**src/rtl/chrono_scan_ctrl.sv**
```systemverilog
// rtl/chrono_scan_ctrl.sv - BCD MM:SS / HH:MM:SS chronometer with multiplexed 7-segment scan
// Optional macro DEBOUNCE_EN: filter each synchronised button/LOAD level over DEB_CYCLES.
module chrono_scan_ctrl #(
  parameter int CLK_HZ         = 50000000,
  parameter int TICK_HZ        = 1,
  parameter int SCAN_HZ        = 1000,
  parameter int N_DIGITS       = 4,
  parameter bit SEG_ACTIVE_LOW = 1'b0,
  parameter int DEB_CYCLES     = 500000
) (
  input  logic                  CLK,
  input  logic                  RST,
  input  logic                  BTN_START,
  input  logic                  BTN_CLR,
  input  logic                  BTN_LAP,
  input  logic                  UP_DN,
  input  logic                  LOAD,
  input  logic [4*N_DIGITS-1:0] PRESET,
  output logic [6:0]            SEG,
  output logic                  DP,
  output logic [N_DIGITS-1:0]   DIG,
  output logic                  RUNNING,
  output logic                  DONE
);
  localparam int PRE_MAX   = CLK_HZ / TICK_HZ - 1;
  localparam int DWELL_MAX = CLK_HZ / SCAN_HZ - 1;
  localparam int PW        = (PRE_MAX > 0) ? $clog2(PRE_MAX + 1) : 1;
  localparam int DWW       = (DWELL_MAX > 0) ? $clog2(DWELL_MAX + 1) : 1;
  localparam bit HAS_HOURS = (N_DIGITS == 6);

  if (!(N_DIGITS == 4 || N_DIGITS == 6)) begin : g_bad_digits
    $error("chrono_scan_ctrl: N_DIGITS must be 4 or 6");
  end
  if (DEB_CYCLES < 1) begin : g_bad_deb
    $error("chrono_scan_ctrl: DEB_CYCLES must be at least 1");
  end

  typedef enum logic [1:0] {S_STOP, S_RUN, S_LAP, S_EXP} state_t;

  // Input conditioning: bit 0 start, 1 clr, 2 lap, 3 load
  logic [3:0] s1_q, s2_q, lvl_q, filt, pulse;

`ifdef DEBOUNCE_EN
  localparam int DBW = (DEB_CYCLES > 1) ? $clog2(DEB_CYCLES) : 1;
  logic [3:0]     deb_lvl_q;
  logic [DBW-1:0] deb_cnt_q [4];

  always_ff @(posedge CLK or negedge RST) begin
    if (!RST) begin
      deb_lvl_q <= '0;
      for (int i = 0; i < 4; i++) deb_cnt_q[i] <= '0;
    end else begin
      for (int i = 0; i < 4; i++) begin
        if (s2_q[i] == deb_lvl_q[i]) begin
          deb_cnt_q[i] <= '0;
        end else if (deb_cnt_q[i] == DBW'(DEB_CYCLES - 1)) begin
          deb_lvl_q[i] <= s2_q[i];
          deb_cnt_q[i] <= '0;
        end else begin
          deb_cnt_q[i] <= deb_cnt_q[i] + 1'b1;
        end
      end
    end
  end
  assign filt = deb_lvl_q;
`else
  assign filt = s2_q;
`endif

  always_ff @(posedge CLK or negedge RST) begin
    if (!RST) begin
      s1_q  <= '0;
      s2_q  <= '0;
      lvl_q <= '0;
    end else begin
      s1_q  <= {LOAD, BTN_LAP, BTN_CLR, BTN_START};
      s2_q  <= s1_q;
      lvl_q <= filt;
    end
  end
  assign pulse = filt & ~lvl_q;

  logic clr_p, load_p, start_p, lap_p;
  assign clr_p   = pulse[1];
  assign load_p  = pulse[3] & ~clr_p;
  assign start_p = pulse[0] & ~pulse[3] & ~clr_p;
  assign lap_p   = pulse[2] & ~pulse[0] & ~pulse[3] & ~clr_p;

  // Count is kept 24 bits wide; the hours byte stays zero in 4-digit builds.
  function automatic logic [23:0] bcd_step(input logic [23:0] v, input logic up);
    logic [23:0] r;
    logic        c;
    logic [3:0]  lim, d, hu, ht;
    r = v;
    c = 1'b1;
    for (int i = 0; i < 4; i++) begin
      lim = (i == 1 || i == 3) ? 4'd5 : 4'd9;
      d   = v[i*4 +: 4];
      if (c) begin
        if (up) begin
          if (d == lim) d = 4'd0;
          else begin d = d + 4'd1; c = 1'b0; end
        end else begin
          if (d == 4'd0) d = lim;
          else begin d = d - 4'd1; c = 1'b0; end
        end
      end
      r[i*4 +: 4] = d;
    end
    if (HAS_HOURS && c) begin
      hu = v[19:16];
      ht = v[23:20];
      if (up) begin
        if (ht == 4'd2 && hu == 4'd3) begin ht = 4'd0; hu = 4'd0; end
        else if (hu == 4'd9) begin hu = 4'd0; ht = ht + 4'd1; end
        else hu = hu + 4'd1;
      end else begin
        if (hu == 4'd0) begin hu = 4'd9; ht = ht - 4'd1; end
        else hu = hu - 4'd1;
      end
      r[23:16] = {ht, hu};
    end
    return r;
  endfunction

  function automatic logic [6:0] seg_dec(input logic [3:0] v);
    case (v)
      4'd0: seg_dec = 7'h3F;
      4'd1: seg_dec = 7'h06;
      4'd2: seg_dec = 7'h5B;
      4'd3: seg_dec = 7'h4F;
      4'd4: seg_dec = 7'h66;
      4'd5: seg_dec = 7'h6D;
      4'd6: seg_dec = 7'h7D;
      4'd7: seg_dec = 7'h07;
      4'd8: seg_dec = 7'h7F;
      4'd9: seg_dec = 7'h6F;
      default: seg_dec = 7'h00;
    endcase
  endfunction

  logic [23:0] pre_san;
  always_comb begin
    pre_san = '0;
    pre_san[4*N_DIGITS-1:0] = PRESET;
    for (int i = 0; i < 6; i++)
      if (pre_san[i*4 +: 4] > 4'd9) pre_san[i*4 +: 4] = 4'd9;
    if (pre_san[7:4] > 4'd5)   pre_san[7:4]   = 4'd5;
    if (pre_san[15:12] > 4'd5) pre_san[15:12] = 4'd5;
    if (HAS_HOURS && pre_san[23:16] > 8'h23) pre_san[23:16] = 8'h23;
  end

  state_t        state_q, state_d;
  logic [23:0]   cnt_q, cnt_d, lap_q, lap_d;
  logic [PW-1:0] pre_q, pre_d;
  logic          done_q, done_d, run, tick;

  assign run  = (state_q == S_RUN) || (state_q == S_LAP);
  assign tick = run && (pre_q == PW'(PRE_MAX));

  always_comb begin
    state_d = state_q;
    cnt_d   = cnt_q;
    lap_d   = lap_q;
    pre_d   = pre_q;
    done_d  = 1'b0;
    if (run) pre_d = tick ? '0 : pre_q + 1'b1;
    case (state_q)
      S_STOP: begin
        if (start_p) begin
          state_d = S_RUN;
          pre_d   = '0;
        end else if (load_p) begin
          cnt_d = pre_san;
          pre_d = '0;
        end
      end
      S_RUN: begin
        if (start_p) state_d = S_STOP;
        else if (lap_p) begin
          state_d = S_LAP;
          lap_d   = cnt_q;
        end
      end
      S_LAP: begin
        if (start_p)    state_d = S_STOP;
        else if (lap_p) state_d = S_RUN;
      end
      default: begin
        if (load_p) begin
          state_d = S_STOP;
          cnt_d   = pre_san;
          pre_d   = '0;
        end
      end
    endcase
    if (tick) begin
      if (UP_DN) cnt_d = bcd_step(cnt_q, 1'b1);
      else if (cnt_q == '0) begin
        done_d  = 1'b1;
        state_d = S_EXP;
      end else cnt_d = bcd_step(cnt_q, 1'b0);
    end
    // Clear overrides everything, including a tick landing in the same cycle.
    if (clr_p) begin
      state_d = S_STOP;
      cnt_d   = '0;
      pre_d   = '0;
      done_d  = 1'b0;
    end
  end

  always_ff @(posedge CLK or negedge RST) begin
    if (!RST) begin
      state_q <= S_STOP;
      cnt_q   <= '0;
      lap_q   <= '0;
      pre_q   <= '0;
      done_q  <= 1'b0;
    end else begin
      state_q <= state_d;
      cnt_q   <= cnt_d;
      lap_q   <= lap_d;
      pre_q   <= pre_d;
      done_q  <= done_d;
    end
  end

  assign RUNNING = run;
  assign DONE    = done_q;

  // Scanner: SEG, DP and DIG are all registered from the same index.
  logic [DWW-1:0]      dw_q, dw_d;
  logic [2:0]          idx_q, idx_d;
  logic [23:0]         disp;
  logic [6:0]          seg_q, seg_d;
  logic                dp_q, dp_d;
  logic [N_DIGITS-1:0] dig_q, dig_d;

  always_comb begin
    dw_d  = dw_q + 1'b1;
    idx_d = idx_q;
    if (dw_q == DWW'(DWELL_MAX)) begin
      dw_d  = '0;
      idx_d = (idx_q == 3'(N_DIGITS - 1)) ? 3'd0 : idx_q + 3'd1;
    end
    disp  = (state_q == S_LAP) ? lap_q : cnt_q;
    seg_d = seg_dec(disp[{idx_q, 2'b00} +: 4]) ^ {7{SEG_ACTIVE_LOW}};
    dp_d  = ((idx_q == 3'd2) || (idx_q == 3'd4)) ^ SEG_ACTIVE_LOW;
    dig_d = ~(N_DIGITS'(1) << idx_q);
  end

  always_ff @(posedge CLK or negedge RST) begin
    if (!RST) begin
      dw_q  <= '0;
      idx_q <= '0;
      seg_q <= 7'h3F ^ {7{SEG_ACTIVE_LOW}};
      dp_q  <= SEG_ACTIVE_LOW;
      dig_q <= ~N_DIGITS'(1);
    end else begin
      dw_q  <= dw_d;
      idx_q <= idx_d;
      seg_q <= seg_d;
      dp_q  <= dp_d;
      dig_q <= dig_d;
    end
  end

  assign SEG = seg_q;
  assign DP  = dp_q;
  assign DIG = dig_q;
endmodule

```
**config.mk**
```make
export PLATFORM = sky130hd
export DESIGN_NAME = chrono_scan_ctrl
export DESIGN_NICKNAME = d
export VERILOG_FILES = /design/src/rtl/chrono_scan_ctrl.sv
export SDC_FILE = /design/constraint.sdc
export NUM_CORES = 1
export LEC_CHECK = 0
export ABC_AREA = 1
export ABC_CLOCK_PERIOD_IN_PS = 5660
export BUFFER_PORTS_ARGS = -buffer_cell sky130_fd_sc_hd__buf_2
export CAP_MARGIN = 30
export CELL_PAD_IN_SITES_DETAIL_PLACEMENT = 1
export CELL_PAD_IN_SITES_GLOBAL_PLACEMENT = 1
export CORE_ASPECT_RATIO = 0.6
export CORE_MARGIN = 2
export CORE_UTILIZATION = 40
export DETAILED_ROUTE_END_ITERATION = 7
export PLACE_DENSITY = 0.7
export SLEW_MARGIN = 5
export SYNTH_ARGS = -nofsm -noshare
export SYNTH_HDL_FRONTEND = slang
export SYNTH_SLANG_ARGS = --single-unit
```
**constraint.sdc**
```tcl
create_clock -name CLK -period 5.66 [get_ports CLK]
set_input_delay 1.132 -clock CLK [delete_from_list [all_inputs] [get_ports CLK]]
set_output_delay 1.132 -clock CLK [all_outputs]
set_load 0.02 [all_outputs]
```
==> flow_results.xml <==
<?xml version="1.0" encoding="UTF-8"?>
<metrics>
  <group name="status">
    <metric name="result_of_the_run" unit="">finished, final reports clean</metric>
  </group>
  <group name="synth">
    <metric name="synth.cell_area" unit="um^2">7630</metric>
    <metric name="ys_types" unit="">42</metric>
    <metric name="synth_top_family_by_area" unit="">simple AND/OR/NAND/NOR gates</metric>
    <metric name="xor_xnor_share_of_the_synthesized_area" unit="%">2.64</metric>
    <metric name="synth_mux_area_share" unit="%">0</metric>
    <metric name="synth_nets" unit="">1098</metric>
    <metric name="synth_area_per_cell" unit="um^2">7.29</metric>
    <metric name="number_of_enable_flip_flop_cells_after_synthesis" unit="">0</metric>
    <metric name="synth-simple-area-share" unit="%">33.2</metric>
    <metric name="synth-seq-area-share" unit="%">39.5</metric>
    <metric name="yosysWarningCount" unit="">0</metric>
    <metric name="syn_inst" unit="">1047</metric>
    <metric name="yosysTopAreaCell" unit="">dfrtp_1</metric>
    <metric name="synth-compound-area-share" unit="%">12.0</metric>
    <metric name="post_synth_fa_ha_maj_area_fraction" unit="%">4.59</metric>
    <metric name="postSynth.asyncResetShare" unit="%">100</metric>
    <metric name="synth_most_common_cell" unit="">nand2_1</metric>
    <metric name="synth_seq_cells" unit="">120</metric>
    <metric name="synth_commonest_cells" unit="">nand2_1, dfrtp_1, inv_1</metric>
    <metric name="post_synth_main_area_contributors" unit="">dfrtp_1, nand2_1, nand3_1</metric>
    <metric name="yosys_most_used_dff" unit="">dfrtp_1</metric>
    <metric name="yosysTopAreaCellShare" unit="%">36.4</metric>
  </group>
  <group name="global_route">
    <metric name="global_route_overflow" unit="">0</metric>
    <metric name="grt_first_pass_wirelength" unit="um">38700</metric>
    <metric name="antenna_found_initial" unit="">0</metric>
    <metric name="combined_global_route_utilization_of_all_metal_layers" unit="%">24.6</metric>
    <metric name="grt_max_degree" unit="">50</metric>
    <metric name="first_global_vias" unit="">6944</metric>
  </group>
  <group name="detailed_routing">
    <metric name="avgRoutedWirePerCell" unit="um">17.9</metric>
    <metric name="antenna_violating_nets_post_route" unit="">0</metric>
    <metric name="drc" unit="">0</metric>
    <metric name="drt_pass1_iterations" unit="">5</metric>
    <metric name="finalWirelength" unit="um">23800</metric>
    <metric name="vias_per_cell" unit="">5.35</metric>
    <metric name="vias" unit="">7142</metric>
    <metric name="first_iter_violations" unit="">515</metric>
  </group>
  <group name="floorplan">
    <metric name="core.rowCount" unit="">39</metric>
    <metric name="start_util" unit="%">40.5</metric>
    <metric name="design.die.area" unit="um^2">20200</metric>
    <metric name="die_w" unit="um">182</metric>
    <metric name="core-area" unit="um^2">18800</metric>
    <metric name="io_pins" unit="">37</metric>
    <metric name="die_y" unit="um">111</metric>
  </group>
  <group name="sta">
    <metric name="slew_headroom" unit="%">47.2</metric>
    <metric name="hold_violations" unit="">0</metric>
    <metric name="report.final.slew_viol_count" unit="">0</metric>
    <metric name="final_setup_violating_endpoints" unit="">0</metric>
    <metric name="fmax" unit="GHz">0.324</metric>
    <metric name="clock-skew-final" unit="ps">7.57</metric>
    <metric name="final_period_minus_worst_setup_slack" unit="ps">3080</metric>
    <metric name="grt_setup_unrepaired" unit="">no</metric>
    <metric name="share_of_the_cycle_needed_by_the_critical_path_after_routing" unit="%">54.5</metric>
    <metric name="worstMarginPinSlew" unit="ps">791</metric>
    <metric name="setup_tns" unit="ps">0</metric>
  </group>
  <group name="final_layout">
    <metric name="final_stage_net_count" unit="">1127</metric>
    <metric name="proportion_of_layout_cells_with_a_drive_suffix_above_1" unit="%">12.6</metric>
    <metric name="antennaDiodeCount" unit="">0</metric>
    <metric name="finalNonFillerCells" unit="">1335</metric>
    <metric name="post-route-util" unit="%">45.7</metric>
    <metric name="final_design_area_no_fill" unit="um^2">8600</metric>
    <metric name="flow.area_growth_from_synthesis" unit="%">12.7</metric>
  </group>
  <group name="min_path">
    <metric name="min_path_cells" unit="">0</metric>
    <metric name="hp-class" unit="">flip-flop to flip-flop</metric>
  </group>
  <group name="clock_network">
    <metric name="clock_tree_root_driver_cell" unit="">clkbuf_16</metric>
    <metric name="cells_resized_by_post_cts_repair" unit="">0</metric>
    <metric name="clk_transition_reported_paths" unit="ps">60</metric>
    <metric name="numClockSinks" unit="">120</metric>
    <metric name="cts-htree-levels" unit="">4</metric>
    <metric name="worstSkewPairLatency" unit="ps">430</metric>
    <metric name="cts_buffer_depth" unit="">2</metric>
    <metric name="cts_made_buffers" unit="">17</metric>
    <metric name="cts_hold_buf" unit="">0</metric>
    <metric name="postCtsSetupRepairBufs" unit="">0</metric>
    <metric name="tritoncts" unit="">built</metric>
  </group>
  <group name="placed_design">
    <metric name="gpl.final_weighted_congestion" unit="">0.860</metric>
    <metric name="place.port_buffers" unit="">36</metric>
    <metric name="hpwlAfterDp" unit="um">17700</metric>
    <metric name="post-place-cells" unit="">1303</metric>
    <metric name="dpl_cell_area" unit="um^2">8030</metric>
  </group>
  <group name="power">
    <metric name="power.share.sequential" unit="%">35.1</metric>
    <metric name="power_switching_share" unit="%">37.8</metric>
    <metric name="combPwrFrac" unit="%">29.7</metric>
    <metric name="p_per_area" unit="nW/um^2">356</metric>
    <metric name="p_leak" unit="nW">4.17</metric>
    <metric name="power.share.clock" unit="%">35.1</metric>
    <metric name="ir_worst_vdd" unit="V">0.000305</metric>
    <metric name="intPower" unit="W">0.00191</metric>
    <metric name="switchingPower" unit="W">0.00116</metric>
  </group>
  <group name="worst_setup_path">
    <metric name="critPathMaxStageDelay" unit="ps">530</metric>
    <metric name="setup.worst_path.start_class" unit="">flip-flop</metric>
    <metric name="critical_path_cell_with_the_highest_stage_delay" unit="">ha_1</metric>
    <metric name="critical_path_peak_fanout" unit="">38</metric>
    <metric name="criticalPathCategory" unit="">flip-flop to flip-flop</metric>
    <metric name="required" unit="ps">6030</metric>
    <metric name="worstPathArrival" unit="ps">3450</metric>
    <metric name="critPathMostFrequentCell" unit="">nand2_1</metric>
    <metric name="critical_path.cell_chain" unit="">inv_1 &gt; ha_1 &gt; inv_2 &gt; a21oi_1 &gt; o21ai_0 &gt; nand3_1 &gt; nand3_1 &gt; nand2_1 &gt; inv_1 &gt; ha_1 &gt; inv_1 &gt; nand2_1 &gt; nand2_1 &gt; nand2_1 &gt; nand2_1</metric>
    <metric name="critical_path.endpoint_type" unit="">flip-flop</metric>
    <metric name="worst_r2r_path_depth" unit="">15</metric>
  </group>
  <group name="job">
    <metric name="cap_viol_max_count" unit="">0</metric>
  </group>
</metrics>
## final timing paths
check,end,slack (ps),from
worst max register to register,SEG[3],2580,state_q[0]
worst max-delay path,SEG[3],2580,state_q[0]
max in group asynchronous,lap_q[12],3790,RST
min in group asynchronous,dw_q[10],660,RST
worst min-delay path,filt[0],350,s1_q[0]
worst min register to register,filt[0],350,s1_q[0]
## registers in the layout, summed over array words and instances, names as in the netlist
register  cells
lvl_q         4
dw_q         16
DONE          1
pre_q        26
s1_q          4
lap_q        24
idx_q         3
filt          4
SEG           7
DIG           4
DP            1
state_q       2
cnt_q        24
## worst max-delay path: cells and delay by family (launching register included)
kind            cells  cell delay, ps
fa+ha+maj           2             810
buf+inv             4             710
simple gates        7             600
compound gates      2             440
flops               1             430
## placed cells by master, fill, tap and decap left out, types with 13 or more instances in the layout
cell type,count
a21oi_1,53
buf_2,35
clkbuf_16,17
dfrtp_1,111
ha_1,28
inv_1,111
nand2_1,280
nand3_1,87
nand4_1,26
nor2_1,89
nor3_1,13
o21ai_0,83
xor2_1,15
## kinds of logic (layout without fill, tap and decap cells)
family,Yosys count,count (layout)
adder cells (fa/ha/maj),28,28
AND/OR/NAND/NOR,554,554
XOR/XNOR,23,23
AO/OA/AOI/OAI,166,166
buffers and inverters,156,198
flip-flops,120,120
## power by group through the flow
stage               Clock [W]  Sequential, W  Combinational (W)
floorplan                   0        0.00107           0.000629
global placement            0        0.00109           0.000874
detailed placement          0        0.00109           0.000896
CTS                   0.00110        0.00108           0.000904
global route          0.00114        0.00109            0.00103
finish                0.00108        0.00108           0.000910
## final cells by class
| cell class | instances | area [um^2] |
|---|---|---|
| Multi-Input combinational cell | 771 | 4000 |
| Tap cell | 246 | 308 |
| Fill cell | 2395 | 10200 |
| Sequential cell | 120 | 3010 |
| Timing Repair Buffer | 40 | 233 |
| Inverter | 126 | 473 |
| Clock inverter | 11 | 125 |
| Clock buffer | 21 | 450 |
## layer usage
metal	GRT usage (%)	vias to the layer above	share of wire, %
met4	5.22	0	0.88
met3	6.77	18	6.0
met5	0	-	0
met2	31.8	144	38
met1	39.8	3507	55
li1	-	3473	-
## stage by stage
step,power (W),setup slack (ps),hold WS [ps]
floorplan,0.00170,3360,331
global placement,0.00196,2770,334
detailed placement,0.00198,2710,338
CTS,0.00308,2620,351
global route,0.00325,2320,365
finish,0.00306,2580,350
Power figures use the tool's default switching activity.
